**src/rtl/midi_parser.sv**
```systemverilog
// MIDI channel-voice parser: decodes a byte stream into note-on/note-off events with
// running status, SysEx skipping, real-time byte transparency and a channel filter.
module midi_parser #(
    parameter bit VEL0_IS_OFF = 1'b1
) (
    input  logic       clk_i,
    input  logic       rst_i,
    input  logic       byteValid_i,
    input  logic [7:0] byte_i,
    input  logic [3:0] chanFilter_i,
    input  logic       omniEn_i,
    output logic       noteOn_o,
    output logic       noteOff_o,
    output logic [6:0] note_o,
    output logic [6:0] velocity_o,
    output logic [3:0] channel_o,
    output logic       gate_o,
    output logic       error_o
);

    typedef enum logic [1:0] {StIdle, StWaitD1, StWaitD2, StSysex} state_e;

    state_e     state;
    logic       validPrev;
    logic [3:0] kind;
    logic [3:0] statusChan;
    logic [6:0] data1;
    logic [6:0] lastOnNote;

    logic       accept;
    logic       isRealTime;
    logic       isChanStatus;
    logic       oneData;
    logic       complete;
    logic [6:0] data2;
    logic       chanMatch;
    logic       noteEvent;
    logic       isOff;

    // Byte classification and message-completion decode for the current byte.
    always_comb begin
        accept       = byteValid_i & ~validPrev;
        isRealTime   = (byte_i[7:3] == 5'b11111);
        isChanStatus = byte_i[7] & (byte_i[7:4] != 4'hF);
        oneData      = (kind == 4'hC) || (kind == 4'hD);
        complete     = accept && !byte_i[7] &&
                       ((state == StWaitD1 && oneData) || state == StWaitD2);
        data2        = (state == StWaitD2) ? byte_i[6:0] : 7'd0;
        chanMatch    = omniEn_i || (statusChan == chanFilter_i);
        noteEvent    = complete && ((kind == 4'h8) || (kind == 4'h9)) && chanMatch;
        isOff        = (kind == 4'h8) || (VEL0_IS_OFF && (data2 == 7'd0));
    end

    // Parser FSM with registered event outputs; pulses default low every cycle.
    always_ff @(posedge clk_i or posedge rst_i) begin
        if (rst_i) begin
            state      <= StIdle;
            validPrev  <= 1'b1;  // a byte already valid at reset release is not accepted
            kind       <= 4'h0;
            statusChan <= 4'h0;
            data1      <= 7'd0;
            lastOnNote <= 7'd0;
            noteOn_o   <= 1'b0;
            noteOff_o  <= 1'b0;
            error_o    <= 1'b0;
            note_o     <= 7'd0;
            velocity_o <= 7'd0;
            channel_o  <= 4'h0;
            gate_o     <= 1'b0;
        end else begin
            validPrev <= byteValid_i;
            noteOn_o  <= 1'b0;
            noteOff_o <= 1'b0;
            error_o   <= 1'b0;
            if (accept && !isRealTime) begin
                if (isChanStatus) begin
                    kind       <= byte_i[7:4];
                    statusChan <= byte_i[3:0];
                    state      <= StWaitD1;
                end else if (byte_i[7]) begin
                    // System common: F0 enters SysEx, F1-F7 drop running status.
                    state <= (byte_i == 8'hF0) ? StSysex : StIdle;
                end else begin
                    unique case (state)
                        StIdle:   error_o <= 1'b1;
                        StWaitD1: begin
                            data1 <= byte_i[6:0];
                            if (!oneData) state <= StWaitD2;
                        end
                        StWaitD2: state <= StWaitD1;
                        StSysex:  ;
                    endcase
                end
                if (noteEvent) begin
                    note_o     <= data1;
                    velocity_o <= data2;
                    channel_o  <= statusChan;
                    if (isOff) begin
                        noteOff_o <= 1'b1;
                        if (data1 == lastOnNote) gate_o <= 1'b0;
                    end else begin
                        noteOn_o   <= 1'b1;
                        gate_o     <= 1'b1;
                        lastOnNote <= data1;
                    end
                end
            end
        end
    end

endmodule
```
**config.mk**
```make
export PLATFORM = sky130hd
export DESIGN_NAME = midi_parser
export DESIGN_NICKNAME = d
export VERILOG_FILES = /design/src/rtl/midi_parser.sv
export SDC_FILE = /design/constraint.sdc
export NUM_CORES = 1
export LEC_CHECK = 0
export CAP_MARGIN = 20
export CELL_PAD_IN_SITES_DETAIL_PLACEMENT = 0
export CELL_PAD_IN_SITES_GLOBAL_PLACEMENT = 2
export CORE_MARGIN = 3
export CORE_UTILIZATION = 29
export CTS_BUF_LIST = sky130_fd_sc_hd__clkbuf_2 sky130_fd_sc_hd__clkbuf_4 sky130_fd_sc_hd__clkbuf_8
export CTS_CLUSTER_DIAMETER = 40
export DETAILED_ROUTE_END_ITERATION = 7
export HOLD_SLACK_MARGIN = 0.05
export PLACE_DENSITY = 0.76
export SKIP_LAST_GASP = 1
export SLEW_MARGIN = 20
export SYNTH_ARGS = -nofsm -noshare
export SYNTH_HDL_FRONTEND = slang
export SYNTH_SLANG_ARGS = --single-unit
```
**constraint.sdc**
```tcl
create_clock -name clk_i -period 1.8 [get_ports clk_i]
set_input_delay 0.27 -clock clk_i [delete_from_list [all_inputs] [get_ports clk_i]]
set_output_delay 0.27 -clock clk_i [all_outputs]
set_load 0.02 [all_outputs]
```
Yosys cells after proc, flatten, opt, wreduce, memory -nomap -nowiden --
Cells that the tools add are included.
Word-level totals: logic and storage cells 72, input port bits 16, output and inout port bits 22, bits in registers 47
Cells by class: muxes and demuxes 18, reduce and logical (&&, ||, !) cells 22, bitwise operators 6, eq/ne operators 13
Operators by type and width (count):
- equality test 4 bit (second input constant) | 4
- two-way mux 1 bit | 12
- AND reduction 3 bit | 3
- equality test 8 bit (second input constant) | 1
- two-way mux 2 bit | 4
- inequality test 4 bit (second input constant) | 2
- equality test 7 bit | 1
- zero test 7 bit | 1
- two-way mux 7 bit | 1
- logical AND 1 bit | 6
- equality test 5 bit (second input constant) | 1
- logical OR 1 bit | 5
- equality test 4 bit | 1
- inverter 1 bit | 4
- case mux 2 bit (2 select lines) | 1
- AND reduction 2 bit | 2
- AND reduction 4 bit | 1
- nonzero test 4 bit | 1
- bitwise AND 1 bit | 2
- equality test 2 x 1 -> 1 bit (second input constant) | 1
- equality test 2 bit (second input constant) | 1
- zero test 1 bit | 2
- zero test 2 bit | 1
- inequality test 2 x 1 -> 1 bit (second input constant) | 1

Depth between registers and ports, before layout --
Gate-level depths: netlist of run 1.
depth after elaboration 9, mapped depth 6, depth with buffers taken out 6

Worst setup path before layout of run 1 --
Ideal clock, no wire load.
path type reg2reg, start register state[0], end register lastOnNote[0], setup slack -1 ps, required time 1675 ps, path buffers 1, data arrival time 1676 ps, clock period less this slack 1801 ps, stages on the path, launching flop included 7, setup time 125 ps, cell sequence dfrtp_1 inv_1 ha_1 buf_2 o211ai_4 nor3_4 mux2_4
On the way: longest elaborated chain between the ends 7, elaborated cells on any way between the ends 12, classes of those cells eq/ne (2); mux (1); bitwise (1); reduce/logical (8)
RTL lines:
- start, declared | line 23 | state_e state;
- start signal, assigned | line 57 | state <= StIdle;
- start signal, assigned | line 79 | state <= StWaitD1;
- start signal, assigned | line 82 | state <= (byte_i == 8'hF0) ? StSysex : StIdle;
- parallel branches: the longest is 6 deep, another holds two-way mux 7 bit
- AND reduction 3 bit (no line) (*)
- end signal, assigned | line 104 | lastOnNote <= data1;
- end, declared | line 28 | logic [6:0] lastOnNote;
Every way passes the cells marked *. A chain may end at the register's enable or synchronous reset.

Final worst setup path of run 1 --
start input byte_i[0], end register lastOnNote[6]
On the way: longest elaborated chain between the ends 5
RTL lines:
- start, declared | line 9 | input logic [7:0] byte_i,
- two-way mux 7 bit | line 48 | data2 = (state == StWaitD2) ? byte_i[6:0] : 7'd0;
- zero test 7 bit | line 51 | isOff = (kind == 4'h8) || (VEL0_IS_OFF && (data2 == 7'd0));
- logical OR 1 bit | line 51
- inverter 1 bit (no line)
- AND reduction 3 bit (no line)
No other way between the ends.

==> results of run 1 <==
==> metrics by stage <==
stage                     utilization  setup TNS, ns
after global placement          0.401          -5.12
after CTS                       0.431              0
after detailed placement        0.401          -6.24
after floorplan                     -              0
final                           0.438              0
after global routing            0.438              0
==> synthesized netlist by cell type <==
| cell type | n |
|---|---|
| dfrtp_1 | 46 |
| mux2_2 | 23 |
| xnor2_1 | 11 |
| nand2_1 | 9 |
| o21ai_0 | 9 |
| mux2_4 | 7 |
| o31ai_1 | 7 |
| inv_1 | 5 |
| and2_1 | 3 |
| clkbuf_1 | 3 |
| ha_1 | 3 |
| nor2_1 | 3 |
| a21oi_1 | 2 |
| nand3_1 | 2 |
| nand4_1 | 2 |
| o22ai_1 | 2 |
| a21o_1 | 1 |
| a41oi_4 | 1 |
| buf_2 | 1 |
| buf_4 | 1 |
| buf_6 | 1 |
| dfstp_2 | 1 |
| mux2_1 | 1 |
| mux2i_1 | 1 |
| nand2b_1 | 1 |
| nand3_2 | 1 |
| nand4b_1 | 1 |
| nor2b_1 | 1 |
| nor3_1 | 1 |
| nor3_4 | 1 |
| nor3b_1 | 1 |
| nor3b_4 | 1 |
| nor4_1 | 1 |
| o211ai_4 | 1 |
| or3_1 | 1 |
| or4_1 | 1 |
| or4_4 | 1 |
| or4b_2 | 1 |
==> how the worst min path moves through the flow <==
stage	to	slack, ns
after detailed placement	channel_o[2]	0.48
after CTS	validPrev	0.23
after global routing	validPrev	0.23
after global placement	channel_o[2]	0.47
final	validPrev	0.24
after floorplan	validPrev	0.27
==> cell families (layout without fill, tap and decap cells) <==
kind of cell | count (synthesis) | in the layout | synth area share
adder cells (fa/ha/maj) | 3 | 3 | 0.0176
flip-flops | 47 | 47 | 0.552
buffers and inverters | 11 | 78 | 0.0252
AO/OA/AOI/OAI | 23 | 23 | 0.0827
multiplexers | 32 | 32 | 0.181
XOR/XNOR | 11 | 11 | 0.0452
AND/OR/NAND/NOR | 32 | 32 | 0.0968
==> cell type report <==
cell class,instances,area [µm²],share of cell area
repair buffers,65,628,0.206
flip-flops and latches,47,1180,0.387
well taps,96,120,0.0395
clock buffers,5,68.8,0.0226
clock inverters,3,67.6,0.0222
inverters,5,18.8,0.00617
multi-input cells,101,963,0.316
==> metal layers <==
metal | global-route usage | part of all wire
met5 | 0 | 0
met4 | 0.0223 | 0.0039
met3 | 0.0336 | 0.040
met2 | 0.177 | 0.45
met1 | 0.182 | 0.51
==> timing repair <==
action	CTS	global route
pin swaps	6	4
setup buffers	3	2
setup endpoints to repair	7	18
gates cloned	0	0
resized for setup	9	7
==> flip-flops by register name (all words and copies together) (netlist names), 2 cells and up <==
name and cells:
channel_o 4, data1 7, kind 4, lastOnNote 7
note_o 7, state 2, statusChan 4, velocity_o 7
==> power groups by stage <==
stage	clock network, W	registers (W)	logic (W)
4_1_cts	0.000945	0.00146	0.00104
3_5_place_dp	0	0.00147	0.000957
6_report	0.000921	0.00146	0.00105
2_1_floorplan	0	0.00151	0.000497
3_3_place_gp	0	0.00147	0.000953
5_1_grt	0.000994	0.00150	0.00115
==> flow_summary.ini, run 1 <==
[setup_path]
cpPeakStageDelay_ns = 0.46
r2r_cells = 5
required_ns = 1.98
crit_type = input pin to flip-flop
start_kind = input pin
crit_path_end = lastOnNote[6]
r2r-start = kind[1]
crit_arrival_ns = 1.93
slowest_stage = clkdlybuf4s50_1
startpoint = byte_i[0]
critPathCaptureType = flip-flop
worst-path-buf-inv = 2
r2r-end = lastOnNote[6]
cp_max_fo = 8
crit_family = buffers and inverters
r2r_slack_ns = 0.10
path_cells = clkdlybuf4s50_1 -> or4_4 -> o211ai_4 -> nor3_4 -> buf_12 -> mux2_4
cp_num_cells = 6

[synth]
avgSynthCellArea_um2 = 13.4
ys_seq_area_frac = 0.552
netlist_area_mm2 = 0.00213
synth_area_leader_cell = dfrtp_1
synth_top_area_frac = 0.540
synth_cells = 159
syn_nets = 178
ys_types = 38
synth_seq_cells = 47
yosys-top-cells-area = dfrtp_1 (54%), mux2_2 (12%), mux2_4 (4.9%), xnor2_1 (4.5%), o31ai_1 (2.5%)
ys_warn_count = 0

[drt]
vias_per_cell = 4.48
drcViolationCount = 0
dr.pass1.iters = 4
drt_wl_total_mm = 4.82
via_count = 1442
drtIter0Drc = 73
detail-route-antenna-nets = 0
wl_per_cell_um = 15.0

[final_layout]
layout.cells.non_filler = 322
nFillCells = 678
insertedDiodeCount = 0
drive_gt1_frac = 0.367
fin_area_mm2 = 0.00304
syn_to_final_growth_pct = 42.7
mostFrequentLayoutCell = dfrtp_1
final_cell_mix = dfrtp_1 (46), clkdlybuf4s50_1 (33), buf_4 (24)
fin_nets = 244

[min_path]
min_path_cells = 1
hp-class = input pin to flip-flop
hp-start = byteValid_i

[place]
io_buffer_count = 37
gp_congestion = 0.798
post_dp_cell_area_mm2 = 0.00279
dp.cells = 309
hpwl_mm = 3.57
preCtsSetupSlack_ns = -0.404

[clocking]
numCtsBuffers = 5
path_clk_slew_ns = 0.09
clk_latency_ns = 0.30
root_buffer = clkbuf_8
numClockSinks = 47
cts_hold_repair.buffers = 0
htree_num_levels = 2
cts_tree = done
clockBufferDepth = 2

[global_route]
grt_max_degree = 25
grt_usage = 0.122
grt_pass1_wl_mm = 8.08
grt_pass1_vias = 1478
antenna_found_initial = 0
grt-ovfl-total = 0

[power_and_ir_drop]
power_frac_seq = 0.426
pwr-share-clk = 0.268
power_density_mw_per_mm2 = 1130
p_sw_w = 0.00101
p_int_w = 0.00243
p_leak_nw = 1.36
peakVddDrop_v = 0.000787
power_w = 0.00344
p_sw_frac = 0.294
combPwrFrac = 0.306

[sta]
hold_viol_final = 0
setup_ws_ns = 0.0545
skew_ns = 0.00800
fin_crit_sh = 0.970
rsz0062_at_grt = false
setup_viol = 0
maxSlewViolCount = 0
clock.fmax_mhz = 573
holdWs_ns = 0.239
worst_slew_pin_slew_ns = 0.379
period_minus_slack_ns = 1.75
slew_headroom = 0.747

[status]
status = completed

[floorplan]
initial_utilization = 0.307
ios = 38
core_mm2 = 0.00694
num_rows = 30
die_area_mm2 = 0.00842
die_x_um = 91.8
die_h_um = 91.8

[job]
cap_violations = 0
(Power assumes the default switching activity.)
==> run 2: changes to the inputs <==
--- a/config.mk
+++ b/config.mk
@@ -15,7 +15,6 @@
 export DETAILED_ROUTE_END_ITERATION = 7
 export HOLD_SLACK_MARGIN = 0.05
 export PLACE_DENSITY = 0.76
-export SKIP_LAST_GASP = 1
 export SLEW_MARGIN = 20
 export SYNTH_ARGS = -nofsm -noshare
 export SYNTH_HDL_FRONTEND = slang
==> results of run 2 <==
The final DEF is identical to that of run 1; final timing and power are the same.
